`src/rtl/fb_fetch_arbiter.sv`:
```
// Framebuffer RAM arbiter: shares the single RAM port between PPU writes and
// display line prefetch into a ping-pong line buffer, driven by panel row events.
module fb_fetch_arbiter #(
    parameter int unsigned GB_W     = 160,
    parameter int unsigned GB_H     = 144,
    parameter int unsigned SCALE    = 3,
    parameter int unsigned V_OFFSET = 24,
    parameter int unsigned ADDR_W   = 15
) (
    input  logic              clk,
    input  logic              reset_n,
    input  logic              frame_start,
    input  logic              line_start,
    input  logic [9:0]        row,
    input  logic              wr_req,
    input  logic [ADDR_W-1:0] wr_addr,
    input  logic [1:0]        wr_data,
    output logic              wr_ack,
    output logic              ram_en,
    output logic              ram_we,
    output logic [ADDR_W-1:0] ram_addr,
    output logic [1:0]        ram_wdata,
    input  logic [1:0]        ram_rdata,
    output logic              lb_we,
    output logic              lb_bank,
    output logic [7:0]        lb_addr,
    output logic [1:0]        lb_data,
    output logic              line_ready,
    output logic              disp_bank,
    output logic              busy,
    output logic              underrun
);

    localparam logic [1:0] StIdle  = 2'd0;
    localparam logic [1:0] StFetch = 2'd1;
    localparam logic [1:0] StDrain = 2'd2;

    logic [1:0]        state_q, state_d, st_eff;
    logic [7:0]        x_q, x_d;
    logic [ADDR_W-1:0] fetch_base_q, fetch_base_d;
    logic              fetch_bank_q, fetch_bank_d;
    logic [9:0]        next_trig_q, next_trig_d, nt_eff;
    logic [7:0]        gb_line_q, gb_line_d, gl_eff;
    logic [ADDR_W-1:0] line_base_q, line_base_d, lb_base_eff;
    logic              last_wr_q, last_wr_d;

    // Read pipeline: issue stage (RAM strobe cycle), then data-return stage.
    logic              rd_v_q, rd_v_d;
    logic [7:0]        rd_idx_q, rd_idx_d;
    logic              rd_bank_q, rd_bank_d;
    logic              p1_v_q, p1_v_d;
    logic [7:0]        p1_idx_q;
    logic              p1_bank_q;

    logic              wr_ack_q, wr_ack_d;
    logic              ram_en_q, ram_en_d;
    logic              ram_we_q, ram_we_d;
    logic [ADDR_W-1:0] ram_addr_q, ram_addr_d;
    logic [1:0]        ram_wdata_q, ram_wdata_d;
    logic              lb_we_q, lb_we_d;
    logic              lb_bank_q, lb_bank_d;
    logic [7:0]        lb_addr_q, lb_addr_d;
    logic [1:0]        lb_data_q, lb_data_d;
    logic              line_ready_q, line_ready_d;
    logic              disp_bank_q, disp_bank_d;
    logic              busy_q, busy_d;
    logic              underrun_q, underrun_d;

    logic              trigger, abort, rd_pend, wr_pend, grant_wr, grant_rd;
    logic [ADDR_W-1:0] rd_base;
    logic [7:0]        rd_x;
    logic              rd_bank;

    always_comb begin
        // frame_start takes effect before the trigger is evaluated.
        nt_eff      = frame_start ? 10'(V_OFFSET - 1) : next_trig_q;
        gl_eff      = frame_start ? 8'd0 : gb_line_q;
        lb_base_eff = frame_start ? '0 : line_base_q;
        st_eff      = frame_start ? StIdle : state_q;

        trigger = line_start && (row == nt_eff) && (gl_eff < 8'(GB_H));
        abort   = frame_start || trigger;

        rd_pend = trigger || (st_eff == StFetch);
        rd_base = trigger ? lb_base_eff : fetch_base_q;
        rd_x    = trigger ? 8'd0 : x_q;
        rd_bank = trigger ? gl_eff[0] : fetch_bank_q;

        // The cycle carrying wr_ack still sees the old request held high.
        wr_pend  = wr_req && !wr_ack_q;
        grant_wr = wr_pend && (!rd_pend || !last_wr_q);
        grant_rd = rd_pend && !grant_wr;

        state_d      = st_eff;
        x_d          = x_q;
        fetch_base_d = fetch_base_q;
        fetch_bank_d = fetch_bank_q;
        next_trig_d  = nt_eff;
        gb_line_d    = gl_eff;
        line_base_d  = lb_base_eff;

        if (trigger) begin
            state_d      = StFetch;
            x_d          = 8'd0;
            fetch_base_d = lb_base_eff;
            fetch_bank_d = gl_eff[0];
            next_trig_d  = nt_eff + 10'(SCALE);
            gb_line_d    = gl_eff + 8'd1;
            line_base_d  = lb_base_eff + ADDR_W'(GB_W);
        end
        if (grant_rd) begin
            x_d = rd_x + 8'd1;
            if (rd_x == 8'(GB_W - 1)) begin
                state_d = StDrain;
            end
        end

        last_wr_d = grant_wr ? 1'b1 : (grant_rd ? 1'b0 : last_wr_q);

        wr_ack_d    = grant_wr;
        ram_en_d    = grant_wr || grant_rd;
        ram_we_d    = grant_wr;
        ram_addr_d  = grant_wr ? wr_addr : (rd_base + ADDR_W'(rd_x));
        ram_wdata_d = grant_wr ? wr_data : 2'b00;

        rd_v_d    = grant_rd;
        rd_idx_d  = rd_x;
        rd_bank_d = rd_bank;
        // Any abort discards data still in flight for the old line.
        p1_v_d    = rd_v_q && !abort;
        lb_we_d   = p1_v_q && !abort;
        lb_addr_d = lb_we_d ? p1_idx_q : lb_addr_q;
        lb_bank_d = lb_we_d ? p1_bank_q : lb_bank_q;
        lb_data_d = lb_we_d ? ram_rdata : lb_data_q;

        line_ready_d = lb_we_d && (p1_idx_q == 8'(GB_W - 1));
        disp_bank_d  = line_ready_d ? p1_bank_q : disp_bank_q;
        if (line_ready_d) begin
            state_d = StIdle;
        end

        busy_d     = (state_d != StIdle);
        underrun_d = frame_start ? 1'b0 : underrun_q;
        if (trigger && !frame_start && (state_q != StIdle)) begin
            underrun_d = 1'b1;
        end
    end

    always_ff @(posedge clk) begin
        if (!reset_n) begin
            state_q      <= StIdle;
            x_q          <= '0;
            fetch_base_q <= '0;
            fetch_bank_q <= 1'b0;
            next_trig_q  <= 10'(V_OFFSET - 1);
            gb_line_q    <= '0;
            line_base_q  <= '0;
            last_wr_q    <= 1'b0;
            rd_v_q       <= 1'b0;
            rd_idx_q     <= '0;
            rd_bank_q    <= 1'b0;
            p1_v_q       <= 1'b0;
            p1_idx_q     <= '0;
            p1_bank_q    <= 1'b0;
            wr_ack_q     <= 1'b0;
            ram_en_q     <= 1'b0;
            ram_we_q     <= 1'b0;
            ram_addr_q   <= '0;
            ram_wdata_q  <= '0;
            lb_we_q      <= 1'b0;
            lb_bank_q    <= 1'b0;
            lb_addr_q    <= '0;
            lb_data_q    <= '0;
            line_ready_q <= 1'b0;
            disp_bank_q  <= 1'b0;
            busy_q       <= 1'b0;
            underrun_q   <= 1'b0;
        end else begin
            state_q      <= state_d;
            x_q          <= x_d;
            fetch_base_q <= fetch_base_d;
            fetch_bank_q <= fetch_bank_d;
            next_trig_q  <= next_trig_d;
            gb_line_q    <= gb_line_d;
            line_base_q  <= line_base_d;
            last_wr_q    <= last_wr_d;
            rd_v_q       <= rd_v_d;
            rd_idx_q     <= rd_idx_d;
            rd_bank_q    <= rd_bank_d;
            p1_v_q       <= p1_v_d;
            p1_idx_q     <= rd_idx_q;
            p1_bank_q    <= rd_bank_q;
            wr_ack_q     <= wr_ack_d;
            ram_en_q     <= ram_en_d;
            ram_we_q     <= ram_we_d;
            ram_addr_q   <= ram_addr_d;
            ram_wdata_q  <= ram_wdata_d;
            lb_we_q      <= lb_we_d;
            lb_bank_q    <= lb_bank_d;
            lb_addr_q    <= lb_addr_d;
            lb_data_q    <= lb_data_d;
            line_ready_q <= line_ready_d;
            disp_bank_q  <= disp_bank_d;
            busy_q       <= busy_d;
            underrun_q   <= underrun_d;
        end
    end

    assign wr_ack     = wr_ack_q;
    assign ram_en     = ram_en_q;
    assign ram_we     = ram_we_q;
    assign ram_addr   = ram_addr_q;
    assign ram_wdata  = ram_wdata_q;
    assign lb_we      = lb_we_q;
    assign lb_bank    = lb_bank_q;
    assign lb_addr    = lb_addr_q;
    assign lb_data    = lb_data_q;
    assign line_ready = line_ready_q;
    assign disp_bank  = disp_bank_q;
    assign busy       = busy_q;
    assign underrun   = underrun_q;

endmodule
```
`config.mk`:
```
export PLATFORM = sky130hd
export DESIGN_NAME = fb_fetch_arbiter
export DESIGN_NICKNAME = d
export VERILOG_FILES = /design/src/rtl/fb_fetch_arbiter.sv
export SDC_FILE = /design/constraint.sdc
export NUM_CORES = 1
export LEC_CHECK = 0
export ABC_AREA = 1
export ABC_CLOCK_PERIOD_IN_PS = 5840
export CAP_MARGIN = 25
export CORE_ASPECT_RATIO = 1.1
export CORE_MARGIN = 1
export CORE_UTILIZATION = 59
export CTS_CLUSTER_SIZE = 20
export DETAILED_ROUTE_END_ITERATION = 10
export GPL_TIMING_DRIVEN = 0
export PLACE_DENSITY = 0.85
export SYNTH_ARGS = -nofsm -noshare
export SYNTH_HDL_FRONTEND = slang
export SYNTH_SLANG_ARGS = --single-unit
export TNS_END_PERCENT = 5
```
`constraint.sdc`:
```
create_clock -name clk -period 5.84 [get_ports clk]
set_input_delay 1.752 -clock clk [delete_from_list [all_inputs] [get_ports clk]]
set_output_delay 1.752 -clock clk [all_outputs]
set_load 0.05 [all_outputs]
```
==> impl_results.md <==
- Hold Fails Final Rpt: 0
- Detail Route Antenna Nets: 0
- Area leader, netlist: dfxtp_1
- Critical Path RT: 6270 ps
- Core footprint: around 8500 sq um
- Final nets: 871
- Total Die Area: 9330 sq um
- Largest net degree at the start of global routing: 17
- CP Max Fanout: 10
- Top-area cell type share of the netlist area: roughly 43%
- Via count: between 5000 and 6000
- Share of cells above drive strength 1: 8.93%
- DR pass1 iterations: 5
- Leak: 3.00 nW
- Die height: 101 um
- DR DRC count: 0
- Vias per cell: 5.57
- Number of max-cap violations: 0
- Hold_buf cts: 0
- Initial antenna violation count: 0
- GR Overflow Total: 0
- Synthesized area: around 5300 sq um
- Clock-pin slew on the worst setup and hold paths: around 60 ps
- Maximum clock rate: 0.202 GHz
- Tot Pwr: just under 2 mW
- Inserted Diodes: 0
- Main flop type after synthesis: dfxtp_1
- Rows: 35
- Fillers: 619
- H-tree Lvls: 4
- Period utilization: 84.7%
- Gr usage total: 32.0%
- Final wirelength: roughly 14 mm
- Syn_area_per_cell: approximately 7.1 sq um
- Util after Layout: a little under 80%
- Synth warn: 0
- Post-DR wirelength/cell: 14.9 um
- Final Hold Slack: 421 ps
- Hold Crit Class: reg2reg
- Post-CTS Resized: 0
- Crit path DAT: 5380 ps
- Number of global-route vias before repair: slightly above 5000
- Ranking of synthesized cells by area: dfxtp_1 43%, nand2_1 11%, inv_1 7.3%
- Setup tns final: 0 ps
- Netlist cell types: just under 50
- Final Instance Area: 6690 sq um
- CTS Buf Count: 17
- CTS max path bufs: 2
- Root buf cell: clkbuf_8
- CTS tree: yes
- Worst skew pair latency: 530 ps
- Worst Tran Pin Value: 763 ps
- First-pass GRT wire length: 23.2 mm
- RSZ-0062 raised after global routing: no
- Area growth from synthesis to layout: 26.6%
- CP endpoint kind: flop
- Slew headroom: around half
- Setup Skew: 9.74 ps
- Yosys reg bits: about 110
- Crit Path Class: in2reg
- Worst setup SP type: input pin
- Register Area: 2280 sq um
- Status: finished, final reports clean
- PortBufs: 68
- Die X: 92.2 um
- Clk sink count: 114
- Post-Syn Nets: 784
- Asr flop ratio synth: 0%
- Cell with the most instances after synthesis: nand2_1
- Area of the multi-input gates: approximately 2400 sq um
- Cell count after synthesis: 740
- Top-level port count: 70
- Starting Density: 61.8%
- Power density over cell area: 288 nW/um^2
- Placed cell area: 6100 sq um
- Post-synth top cells: 153 x nand2_1, 114 x dfxtp_1, 103 x inv_1, 103 x nor2_1, 53 x a21oi_1
- Max VDD drop: roughly 0.00024 V
- Pins Over Slew Limit: 0
- Post-synthesis sequential area ratio: ~43%
- Gpl congestion: approximately 0.9
- DRT iter0 DRCs: 444
- Final setup fails: 0
- Setup Fix Bufs, Post-CTS: 0
- Post-DP HPWL: 9.67 mm
- Final min period: between 4000 and 5000 ps
- Post-synth EDFFs: 0
[layer usage]
metal	part of all wire, %	track usage (%)	vias up
met5	0	0	-
met4	4.1	17.9	0
met3	7.0	7.28	69
met2	49	55.1	264
met1	40	36.9	2427
li1	-	-	2533
[layout by cell type, fill, tap and decap left out, types with 5 or more instances in the layout]
cell             netlist  routed
nand2_1              153     153
dfxtp_1              114     114
inv_1                103     103
nor2_1               103     103
clkdlybuf4s50_1        0      68
a21oi_1               53      53
nand3_1               43      43
o21ai_0               37      37
clkbuf_1              17      17
clkbuf_16              0      16
nor3_1                14      14
nand2_2               10      10
ha_1                   9       9
buf_6                  7       7
nand4_1                7       7
o21ai_1                7       7
inv_6                  0       6
nor2_2                 5       5
xor2_1                 5       5
[cell families (layout without fill, tap and decap cells)]
logic type,count (synthesis),count (layout),synth area share [%]
AND/OR/NAND/NOR,356,356,29.7
buffers and inverters,132,232,10.5
AO/OA/AOI/OAI,121,121,12.9
flip-flops,114,114,43.2
adder cells (fa/ha/maj),10,10,2.51
XOR/XNOR,7,7,1.16
[worst paths after layout]
check / depth (start not counted) / end / slack (ps) / startpoint
setup / recovery: 25 / ram_addr[14] / 890 / row[9]
setup reg to reg: 24 / ram_addr[14] / 2230 / next_trig_q[8]
hold / removal: 2 / p1_idx_q[7] / 420 / rd_idx_q[7]
hold reg to reg: 2 / p1_idx_q[7] / 420 / rd_idx_q[7]
[through the flow]
step           worst slack, ps  instances
2_1_floorplan             1320        740
3_3_place_gp               602        919
3_5_place_dp               538        919
4_1_cts                    986        951
5_1_grt                    656        951
6_report                   892        951
[cell type report]
type	instances	share of cell area, %
Timing Repair Buffer	68	10.2
Buffer	27	2.38
Clock buffer	17	6.20
Clock inverter	15	2.55
Multi-Input combinational cell	494	36.6
Tap cell	111	2.08
Inverter	105	5.93
Sequential cell	114	34.1
[power by group]
| group | internal, mW | switching, mW | total [mW] |
|---|---|---|---|
| Sequential | 0.785 | 0.00224 | 0.787 |
| Combinational | 0.0452 | 0.0729 | 0.118 |
| Clock | 0.618 | 0.405 | 1.02 |
| Total | 1.45 | 0.480 | 1.93 |
[state kept, by name, indices dropped and copies added, names as in the netlist, 2 cells and up]
| register | count |
|---|---|
| lb_data | 2 |
| rd_idx_q | 8 |
| x_q | 8 |
| ram_wdata | 2 |
| gb_line_q | 8 |
| ram_addr | 15 |
| state_q | 2 |
| next_trig_q | 10 |
| lb_addr | 8 |
| fetch_base_q | 15 |
| line_base_q | 15 |
| p1_idx_q | 8 |
[worst max-delay path, stage by stage]
cell             delay, ps
clkdlybuf4s50_1        480
inv_1                   40
nand3_1                 90
nand2_1                 70
nor2_1                 140
nand2_1                110
nor2_4                 170
nand2_4                130
buf_6                  180
buf_6                  140
clkbuf_1               270
nand2_1                190
nand2_1                100
ha_1                   220
fa_1                   400
nand3_1                140
nand2_1                 90
nand3_1                 80
nand2_1                110
nand2_1                110
nand2_1                 60
nand2_1                 50
nand3_1                100
nand2_1                 90
inv_1                   40
Note: power is estimated with default switching activity, not from simulation.
